$ cat src/rtl/core_pkg.sv
// Shared core definitions: opcodes, write-data select encodings and hazard tag layout.
package core_pkg;

  localparam logic [6:0] OPCODE_LUI    = 7'b0110111;
  localparam logic [6:0] OPCODE_AUIPC  = 7'b0010111;
  localparam logic [6:0] OPCODE_JAL    = 7'b1101111;
  localparam logic [6:0] OPCODE_JALR   = 7'b1100111;
  localparam logic [6:0] OPCODE_BRANCH = 7'b1100011;
  localparam logic [6:0] OPCODE_LOAD   = 7'b0000011;
  localparam logic [6:0] OPCODE_STORE  = 7'b0100011;
  localparam logic [6:0] OPCODE_OPIMM  = 7'b0010011;
  localparam logic [6:0] OPCODE_OP     = 7'b0110011;

  typedef enum logic [1:0] {
    WD_ALU = 2'b00,
    WD_PC4 = 2'b01,
    WD_MEM = 2'b10,
    WD_IMM = 2'b11
  } wd_sel_e;

  localparam int unsigned REG_AW_DEF = 5;
  localparam int unsigned TAG_FLAGS  = 3;
  localparam int unsigned TAG_W      = TAG_FLAGS + REG_AW_DEF;

  // Tag layout, MSB first: {valid, we, is_load, rd}
  typedef struct packed {
    logic                  valid;
    logic                  we;
    logic                  is_load;
    logic [REG_AW_DEF-1:0] rd;
  } tag_t;

  function automatic int unsigned tag_width(input int unsigned aw);
    return TAG_FLAGS + aw;
  endfunction

endpackage

$ cat src/rtl/hazard_scoreboard_tag_match.sv
// Compares one ID source operand against every in-flight tag; reports per-stage hits and the youngest hit.
module tag_match
  import core_pkg::*;
#(
  parameter int unsigned STAGES = 3,
  parameter int unsigned REG_AW = 5
) (
  input  logic                                 i_id_valid,
  input  logic                                 i_use,
  input  logic [REG_AW-1:0]                    i_rs,
  input  logic [STAGES*tag_width(REG_AW)-1:0]  i_tags,
  output logic [STAGES-1:0]                    o_match,
  output logic                                 o_any,
  output logic [2:0]                           o_idx
);

  localparam int unsigned TW = tag_width(REG_AW);

  logic [TW-1:0] w_tag;

  always_comb begin
    o_match = '0;
    o_idx   = '0;
    w_tag   = '0;
    for (int unsigned k = 0; k < STAGES; k++) begin
      w_tag      = i_tags[k*TW +: TW];
      o_match[k] = i_id_valid & i_use & w_tag[TW-1] & w_tag[TW-2] &
                   (w_tag[REG_AW-1:0] == i_rs) & (i_rs != '0);
    end
    // Walk oldest to youngest so the lowest matching index wins.
    for (int unsigned k = STAGES; k > 0; k--) begin
      if (o_match[k-1]) o_idx = 3'(k-1);
    end
    o_any = |o_match;
  end

endmodule

$ cat src/rtl/hazard_scoreboard.sv
// Data-hazard stall/bubble controller with in-flight destination tags.
// Build option HAZARD_FORWARD_EN: load-use-only stalls plus forwarding-mux selects.
module hazard_scoreboard
  import core_pkg::*;
#(
  parameter int unsigned STAGES = 3,
  parameter int unsigned REG_AW = 5,
  parameter int unsigned CNT_W  = 32
) (
  input  logic              clk_i,
  input  logic              reset_i,
  input  logic              id_valid_i,
  input  logic [REG_AW-1:0] id_rs1_i,
  input  logic [REG_AW-1:0] id_rs2_i,
  input  logic              id_rs1_use_i,
  input  logic              id_rs2_use_i,
  input  logic [REG_AW-1:0] id_rd_i,
  input  logic              id_reg_we_i,
  input  logic              id_is_load_i,
  input  logic              flush_i,
  output logic              stall_o,
  output logic              bubble_o,
  output logic [2:0]        fwd_rs1_sel_o,
  output logic [2:0]        fwd_rs2_sel_o,
  output logic [CNT_W-1:0]  stall_cnt_o
);

  localparam int unsigned TW = tag_width(REG_AW);
`ifdef HAZARD_FORWARD_EN
  localparam logic FWD_EN = 1'b1;
`else
  localparam logic FWD_EN = 1'b0;
`endif

  logic [STAGES*TW-1:0] r_tags;
  logic [CNT_W-1:0]     r_cnt;
  logic [STAGES-1:0]    w_m1, w_m2;
  logic                 w_any1, w_any2;
  logic [2:0]           w_idx1, w_idx2;
  logic                 w_hazard;
  logic                 w_tag0_load;
  logic [TW-1:0]        w_new_tag;

  tag_match #(.STAGES(STAGES), .REG_AW(REG_AW)) u_match_rs1 (
    .i_id_valid (id_valid_i),
    .i_use      (id_rs1_use_i),
    .i_rs       (id_rs1_i),
    .i_tags     (r_tags),
    .o_match    (w_m1),
    .o_any      (w_any1),
    .o_idx      (w_idx1)
  );

  tag_match #(.STAGES(STAGES), .REG_AW(REG_AW)) u_match_rs2 (
    .i_id_valid (id_valid_i),
    .i_use      (id_rs2_use_i),
    .i_rs       (id_rs2_i),
    .i_tags     (r_tags),
    .o_match    (w_m2),
    .o_any      (w_any2),
    .o_idx      (w_idx2)
  );

  assign w_tag0_load = r_tags[REG_AW];

  always_comb begin
    w_hazard      = FWD_EN ? ((w_m1[0] | w_m2[0]) & w_tag0_load) : (w_any1 | w_any2);
    stall_o       = w_hazard & ~flush_i;
    bubble_o      = stall_o | flush_i;
    fwd_rs1_sel_o = (FWD_EN && w_any1) ? (w_idx1 + 3'd1) : 3'd0;
    fwd_rs2_sel_o = (FWD_EN && w_any2) ? (w_idx2 + 3'd1) : 3'd0;
    w_new_tag     = {id_valid_i & ~bubble_o, id_reg_we_i, id_is_load_i, id_rd_i};
  end

  always_ff @(posedge clk_i or posedge reset_i) begin
    if (reset_i) begin
      r_tags <= '0;
      r_cnt  <= '0;
    end else begin
      for (int unsigned k = STAGES - 1; k > 0; k--) begin
        r_tags[k*TW +: TW] <= r_tags[(k-1)*TW +: TW];
      end
      r_tags[0 +: TW] <= w_new_tag;
      if (stall_o && (r_cnt != '1)) r_cnt <= r_cnt + 1'b1;
    end
  end

  assign stall_cnt_o = r_cnt;

endmodule

$ cat config.mk
export PLATFORM = sky130hd
export DESIGN_NAME = hazard_scoreboard
export DESIGN_NICKNAME = d
export VERILOG_FILES = /design/src/rtl/core_pkg.sv /design/src/rtl/hazard_scoreboard_tag_match.sv /design/src/rtl/hazard_scoreboard.sv
export SDC_FILE = /design/constraint.sdc
export NUM_CORES = 1
export LEC_CHECK = 0
export BUFFER_PORTS_ARGS = -buffer_cell sky130_fd_sc_hd__buf_2
export CAP_MARGIN = 5
export CORE_ASPECT_RATIO = 0.5
export CORE_UTILIZATION = 30
export DETAILED_ROUTE_END_ITERATION = 8
export GPL_TIMING_DRIVEN = 0
export HOLD_SLACK_MARGIN = 0.12
export MAX_ROUTING_LAYER = met4
export PLACE_DENSITY = 0.49
export SYNTH_ARGS = -nofsm -noshare
export SYNTH_HDL_FRONTEND = slang
export SYNTH_SLANG_ARGS = --single-unit
$ cat constraint.sdc
create_clock -name clk_i -period 5.3 [get_ports clk_i]
set_input_delay 0.265 -clock clk_i [delete_from_list [all_inputs] [get_ports clk_i]]
set_output_delay 0.265 -clock clk_i [all_outputs]
set_load 0.05 [all_outputs]
* Word-level counts from Yosys, hierarchy flattened
Index checks and enable logic that the tools add are counted.
** Word-level totals
- Flip-flop bits (word level) :: 56
** Operators by class
- Reductions and logical operators :: 5
- Eq/ne operators :: 7
- $add $sub $neg :: 1
- Bitwise logic cells :: 32
** Operators with widths (count)
- $add A32 B1 Y32 const B :: 1
- $ne A32 B32 Y1 const B :: 1
- $eq A5 B5 Y1 :: 6
- $and A1 B1 Y1 :: 28
- $reduce_bool A5 Y1 :: 2
- $reduce_or A3 Y1 :: 2
- $not A1 Y1 :: 2
- $or A1 B1 Y1 :: 2
- $logic_and A1 B1 Y1 :: 1

* Longest topological paths before layout
Gate-level depths: netlist (run 1).
- Depth in word-level cells :: 11
- Gate-level depth with buffers :: 8
- Mapped depth without buffers :: 7

* Cells and area by module
From an unflattened synthesis (run 1), not the netlist that was laid out.
** Unflattened totals
- Cells, all modules :: 266
- Area total of the unflattened synthesis :: 2791.4 um^2
** By module, submodules not included
- hazard_scoreboard :: area each 2280.9 um^2, sequential area each 1401.3 um^2, cells each 192, instances 1
- tag_match :: area each 255.2 um^2, sequential area each 0.0 um^2, cells each 37, instances 2

* Worst setup path before layout (run 1)
OpenSTA, ideal clock, no wires.
- Kind :: register to output
- Start :: reg r_tags[11]
- End :: out stall_o
- Path slack :: 2971 ps
- Path buffers :: 1
- Data arrival time :: 2064 ps
- Stages on the path, launching flop included :: 8
- Cells stage by stage :: dfrtp_1 xor2_1 nor4_1 nand4_1 a31oi_1 or2_1 buf_4 nor2b_1
** Between the ends
- Word-level cells in the longest chain between the ends :: 6
- Elaborated cells between the ends (all ways) :: 10
- Classes of those cells :: eq/ne (2); bitwise (6); reduce/logical (2)
** RTL lines
- from (decl) :: line hazard_scoreboard.sv:35 : logic [STAGES*TW-1:0] r_tags;
- from (signal, indexed assignment) :: line hazard_scoreboard.sv:81 : r_tags[k*TW +: TW] <= r_tags[(k-1)*TW +: TW];
- from (signal, indexed assignment) :: line hazard_scoreboard.sv:83 : r_tags[0 +: TW] <= w_new_tag;
- $eq A5 B5 Y1 :: line hazard_scoreboard_tag_match.sv:28 : (w_tag[REG_AW-1:0] == i_rs) & (i_rs != '0);
- $and A1 B1 Y1 :: line hazard_scoreboard_tag_match.sv:27 : o_match[k] = i_id_valid & i_use & w_tag[TW-1] & w_tag[TW-2] &
- $and A1 B1 Y1 :: line hazard_scoreboard_tag_match.sv:28
- $reduce_or A3 Y1 :: line hazard_scoreboard_tag_match.sv:34 : o_any = |o_match;
- $or A1 B1 Y1 (*) :: line hazard_scoreboard.sv:67 : w_hazard = FWD_EN ? ((w_m1[0] | w_m2[0]) & w_tag0_load) : (w_any1 | w_any2);
- $and A1 B1 Y1 (*) :: line hazard_scoreboard.sv:68 : stall_o = w_hazard & ~flush_i;
- to (decl) :: line hazard_scoreboard.sv:21 : output logic stall_o,
Mark *: on every way between the ends. The rest lies on a longest branch, timed or not.

* Worst setup path after layout (run 1)
Ends and elaborated chain as after synthesis.

==> impl_metrics.tcl, run 1 <==
set metrics [dict create \
    cts_tree "built" \
    first_pass_iters 4 \
    synth_edf_count 0 \
    slew_violations 0 \
    min_path_type "reg -> reg" \
    first_iter_violations 51 \
    clock_latency_ns 0.29 \
    startpoint "r_tags[11]$_DFF_PP0_" \
    die_w_um 131 \
    synthArstFlopShare_pct 100 \
    finClkSkew_ns 0.00881 \
    critPathMaxFanout 8 \
    finalHoldViolCount 0 \
    slew-limit-headroom_pct 61.7 \
    hp-start "r_tags[15]$_DFF_PP0_" \
    ys.flop_type "dfrtp_1" \
    grt_max_degree 34 \
    cap_viol_max_count 0 \
    clockRootBuffer "clkbuf_16" \
    drt_wl_total_mm 5.59 \
    setup_viol 0 \
    hold_buffers 7 \
    cts_buffers 5 \
    first_global_vias 1896 \
    swShare_pct 23.8 \
    min_period_ns 2.52 \
    synth_area_um2 2510 \
    cp-start-kind "register" \
    drive_above_1_share_pct 24.9 \
    final_common_cell "buf_2" \
    hold_ws_ns 0.398 \
    end_kind "output pin" \
    timing.fmax_mhz 397 \
    leakagePower_nw 1.51 \
    clock_sinks 53 \
    grt_setup_unrepaired "false" \
    via_per_inst 4.57 \
    synthCells 221 \
    clockBufferDepth 2 \
    n_antenna_cell 0 \
    fin_area_um2 3170 \
    p_comb_share_pct 9.4 \
    setup_tns_ns 0 \
    required_ns 5.04 \
    max-vdd-ir-drop_mv 0.111 \
    coreArea_um2 8060 \
    vias 1871 \
    row_count 23 \
    post_cts_resized 0 \
    syn_to_final_growth_pct 26.3 \
    seq_power_share_pct 52.2 \
    holdPathEnd "r_tags[23]$_DFF_PP0_" \
    r2r-end "stall_cnt_o[7]$_DFFE_PP0P_" \
    postPlaceCellArea_um2 2970 \
    power.density_nw_per_um2 256 \
    globalplace.congestion 0.775 \
    rr_startpoint "r_tags[11]$_DFF_PP0_" \
    synth_warnings 0 \
    p_int_mw 0.620 \
    antenna_found_initial 0 \
    die_h_um 66.7 \
    tightest_slew_ns 0.571 \
    post-cts-setup-buffer-count 0 \
    grt_first_pass_wirelength_mm 9.52 \
    grt_use_total_pct 14.5 \
    synth-seq-area-share_pct 52.8 \
    post-dp-hpwl_mm 4.26 \
    postRouteAntennaNets 0 \
    clk_pin_slew_ns 0.07 \
    reg2reg_depth 8 \
    yosys.cell_types.count 32 \
    layout_common_cells "buf_2 (55), dfrtp_1 (53), xnor2_1 (31), xor2_1 (30), nand4_1 (20)" \
    fin_crit_sh_pct 47.5 \
    arrival_ns 2.25 \
    overflow 0 \
    wire_per_inst_um 13.7 \
    nNetsFinal 320 \
    path_class "reg -> out" \
    outcome "complete, no violations" \
    port_buffers 55 \
    post-route-util_pct 39.4 \
    reg2reg_slack_ns 2.93 \
    ys_ff_latch 53 \
    clockPowerShare_pct 38.4 \
    min_path_cells 0 \
    die_area_um2 8770 \
    p_sw_mw 0.194 \
    io_pins 63 \
    initial_core_util_pct 31.2 \
    route.detailed.drc 0 \
    cts_max_level 2 \
    avgSynthCellArea_um2 11.4 \
]
[layer usage]
layer | part of all wire, % | wire length, um | global-route usage, % | vias to the layer above
met2 | 47 | 2650 | 23.6 | 37
met1 | 47 | 2620 | 17.1 | 911
met4 | 1.1 | 61 | 5.09 | 0
li1 | - | - | - | 917
met5 | 0 | 0 | - | -
met3 | 4.7 | 260 | 4.49 | 6
[worst max-delay path by stage]
stage	end	slack [ns]
CTS	stall_o	2.77
finish	stall_o	2.78
floorplan	stall_o	2.97
detailed placement	stall_cnt_o[7]$_DFFE_PP0P_	2.95
global placement	stall_cnt_o[7]$_DFFE_PP0P_	2.97
global route	stall_o	2.57
[power by group through the flow]
stage               registers (mW)  logic (mW)  clock network [mW]
floorplan                    0.437      0.0424                   0
global placement             0.432      0.0704                   0
detailed placement           0.432      0.0736                   0
CTS                          0.425      0.0775               0.324
global route                 0.426      0.0837               0.344
finish                       0.425      0.0761               0.313
[cells by family after synthesis]
family | synth area share [%]
and+or+nand+nor | 18.6
xor gates and xnor gates | 21.3
DFF | 52.8
AOI/OAI and AO/OA | 3.88
buffers and inverters | 2.84
adders and majority gates | 0.498
other | 0.149
[state kept, by name, indices dropped and copies added (netlist names)]
| signal | count |
|---|---|
| stall_cnt_o | 32 |
| r_tags | 21 |
[critical path, stage by stage, from the launching register on]
cell     delay [ns]
dfrtp_1        0.42
xor2_1         0.18
nor4_1         0.32
nand4_1        0.21
a31oi_1        0.19
or2_1          0.11
buf_4          0.14
nor2b_1        0.13
buf_2          0.27
[final cells by class]
cell class / count / area, um2
Inverter: 1 / 3.75
Fill cell: 837 / 4880
Multi-Input combinational cell: 163 / 1130
Clock buffer: 8 / 136
Buffer: 9 / 67.6
Tap cell: 112 / 140
Sequential cell: 53 / 1330
Timing Repair Buffer: 63 / 365
[metrics by stage]
stage          worst slack, ns  total power [mW]  cells
2_1_floorplan             2.97             0.480    226
5_1_grt                   2.57             0.854    409
6_report                  2.78             0.814    409
3_5_place_dp              2.95             0.506    394
4_1_cts                   2.77             0.826    409
3_3_place_gp              2.97             0.502    393
[cell usage after synthesis (all sizes together), types with 2 or more instances]
cell type | number | share of area (%)
nor4 | 7 | 1.7
a31oi | 2 | 0.50
o21a | 3 | 0.95
buf | 8 | 2.5
dfrtp | 53 | 53
nor2 | 7 | 1.0
or4 | 2 | 0.60
xnor2 | 31 | 11
nor3 | 3 | 0.80
and3 | 9 | 2.2
nand4 | 20 | 5.0
a311oi | 2 | 1.2
nand3 | 10 | 2.0
xor2 | 30 | 10
nand2 | 16 | 2.4
and4 | 4 | 1.4
o21ai | 3 | 0.60
(Power assumes the default switching activity.)
==> run 2: changes to the inputs <==
- ABC_AREA: default -> 1
- clock period: 5.3 -> 2.3 ns (I/O delays scaled with it)
==> impl_metrics.tcl, run 2 <==
set metrics [dict create \
    min_path_type "in -> reg" \
    cts_max_level 2 \
    arrival_ns 2.27 \
    wire_per_inst_um 12.8 \
    synth_top_cell_area_share_pct 38.7 \
    synth-seq-area-share_pct 38.7 \
    grt_setup_unrepaired "false" \
    nNetsFinal 622 \
    max-vdd-ir-drop_mv 0.221 \
    p_sw_mw 0.527 \
    die_area_um2 11900 \
    p_comb_share_pct 10.8 \
    yosys.cell_types.count 21 \
    cp-start-kind "register" \
    grt_max_degree 40 \
    clockBufferDepth 2 \
    layout_common_cells "nand2_1 (231), buf_2 (58), nor2_1 (54), dfrtp_1 (52), inv_1 (50)" \
    clockRootBuffer "clkbuf_16" \
    required_ns 2.49 \
    swShare_pct 25.1 \
    postRouteAntennaNets 0 \
    critPathTopFamily "simple AND/OR/NAND/NOR gates" \
    slew_violations 0 \
    globalplace.congestion 0.928 \
    first_iter_violations 156 \
    critical-path-max-stage-delay_ns 0.46 \
    grt_use_total_pct 17.9 \
    drive_above_1_share_pct 14.7 \
    worst-path-stages 11 \
    port_buffers 55 \
    die_h_um 77.6 \
    synth_most_common_cell "nand2_1" \
    post-dp-hpwl_mm 7.64 \
    synthArstFlopShare_pct 100 \
    row_count 27 \
    synth_edf_count 0 \
    drt_wl_total_mm 9.51 \
    cp_cell_sequence "ha_2 -> nand3_2 -> inv_2 -> nand2_2 -> inv_2 -> nand3b_1 -> nor3_2 -> nand2_2 -> clkbuf_1 -> nand4_1 -> nand2_1" \
    ys.flop_type "dfrtp_1" \
    io_pins 63 \
    grt_first_pass_wirelength_mm 16.4 \
    synth_area_leader_cell "dfrtp_1" \
    route.detailed.drc 0 \
    avgSynthCellArea_um2 6.57 \
    clk_pin_slew_ns 0.07 \
    synth_area_leaders "dfrtp_1 (39%), nand2_1 (25%), nand4_1 (6.8%)" \
    end_kind "register" \
    overflow 0 \
    postPlaceCellArea_um2 3920 \
    synthCells 522 \
    synth_area_um2 3430 \
    ys_ff_latch 53 \
    clock_latency_ns 0.29 \
    coreArea_um2 11000 \
    seq_power_share_pct 46.9 \
    reg2reg_depth 11 \
    finalHoldViolCount 0 \
    outcome "complete, no violations" \
    vias 3350 \
    first_global_vias 3380 \
    slew-limit-headroom_pct 65.9 \
    finClkSkew_ns 0.00375 \
    setup_viol 0 \
    first_pass_iters 4 \
    antenna_found_initial 0 \
    tightest_slew_ns 0.512 \
    cap_viol_max_count 0 \
    syn_to_final_growth_pct 22.2 \
    initial_core_util_pct 31.0 \
    timing.fmax_mhz 480 \
    setup_tns_ns 0 \
    cts_tree "built" \
    min_path_cells 4 \
    fin_crit_sh_pct 90.6 \
    post-route-util_pct 37.9 \
    critPathMaxFanout 10 \
    clockPowerShare_pct 42.3 \
    power.density_nw_per_um2 501 \
    worst_path_max_delay_cell "dfrtp_2" \
    leakagePower_nw 2.30 \
    min_period_ns 2.08 \
    final_common_cell "nand2_1" \
    via_per_inst 4.50 \
    clock_sinks 53 \
    p_int_mw 1.57 \
    synth_common_cells "nand2_1 (232), nor2_1 (54), dfrtp_1 (53), inv_1 (51), nand4_1 (37)" \
    crit_buf_inv 3 \
    path_class "reg -> reg" \
    die_w_um 153 \
    largest_reg_flops 32 \
    cts_buffers 5 \
    fillers 1247 \
    synth_warnings 0 \
    fin_area_um2 4190 \
    n_antenna_cell 0 \
]
run 2: timing repair:
action / in CTS / in global routing
hold buffers: 8 / 0
buffers inserted: 0 / 0
hold endpoints to repair: 21 / 0
gates resized for setup: 0 / 6
setup endpoints to repair: 0 / 34
run 2: area by class of cell:
cell class              instances  area [um2]  area share (%)
repair buffers                 64         375            8.96
clock buffers                   6         139            3.31
flip-flops and latches         53        1330            31.7
well taps                     145         181            4.33
plain buffers                  19         110            2.63
clock inverters                 2        37.5           0.896
inverters                      54         203            4.84
multi-input cells             401        1820            43.4
run 2: power by group through the flow:
| stage | Combinational [mW] | Sequential (mW) | Clock, mW |
|---|---|---|---|
| finish | 0.228 | 0.985 | 0.888 |
| global route | 0.259 | 0.989 | 0.959 |
| CTS | 0.231 | 0.984 | 0.920 |
| detailed placement | 0.219 | 1.00 | 0 |
| global placement | 0.215 | 1.00 | 0 |
| floorplan | 0.131 | 1.01 | 0 |
run 2: final timing paths:
| check | start | endpoint | slack [ns] |
|---|---|---|---|
| worst max-delay path | stall_cnt_o[0]$_DFFE_PP0P_ | stall_cnt_o[5]$_DFFE_PP0P_ | 0.22 |
| worst min-delay path | flush_i | r_tags[7]$_DFF_PP0_ | 0.27 |
| worst max register to register | stall_cnt_o[0]$_DFFE_PP0P_ | stall_cnt_o[5]$_DFFE_PP0P_ | 0.22 |
| worst min register to register | r_tags[7]$_DFF_PP0_ | r_tags[15]$_DFF_PP0_ | 0.38 |
| max in group asynchronous | reset_i | stall_cnt_o[13]$_DFFE_PP0P_ | 1.46 |
| min in group asynchronous | reset_i | r_tags[6]$_DFF_PP0_ | 0.32 |
run 2: worst register-to-register path: cells and delay by family, from the launching register on:
kind | cells | cell delay, ns
adder cells (fa/ha/maj) | 1 | 0.30
AND/OR/NAND/NOR | 7 | 0.83
flip-flops | 1 | 0.46
buffers and inverters | 3 | 0.40
run 2: metrics by stage:
stage | hold slack [ns] | worst slack (ns) | power, mW | instances
after floorplan | 0.146 | 0.156 | 1.14 | 527
after global placement | 0.222 | 0.0359 | 1.22 | 727
after detailed placement | 0.0959 | 0.0375 | 1.22 | 728
after CTS | 0.271 | 0.0218 | 2.13 | 744
final | 0.271 | 0.217 | 2.10 | 744
after global routing | 0.317 | 0.0218 | 2.21 | 744
run 2: cells by family after synthesis:
family	after synthesis	synth area share, %
DFF	53	38.7
AOI/OAI and AO/OA	4	0.584
other	1	0.109
adders and majority gates	1	0.365
and+or+nand+nor	371	46.4
buffers and inverters	73	9.01
xor gates and xnor gates	19	4.85
run 2: metal layers:
metal	up-vias	wire, um	track usage, %
met3	10	380	3.41
met4	0	78	3.74
met2	57	4120	28.4
li1	1777	-	-
met5	-	0	-
met1	1506	4930	23.8
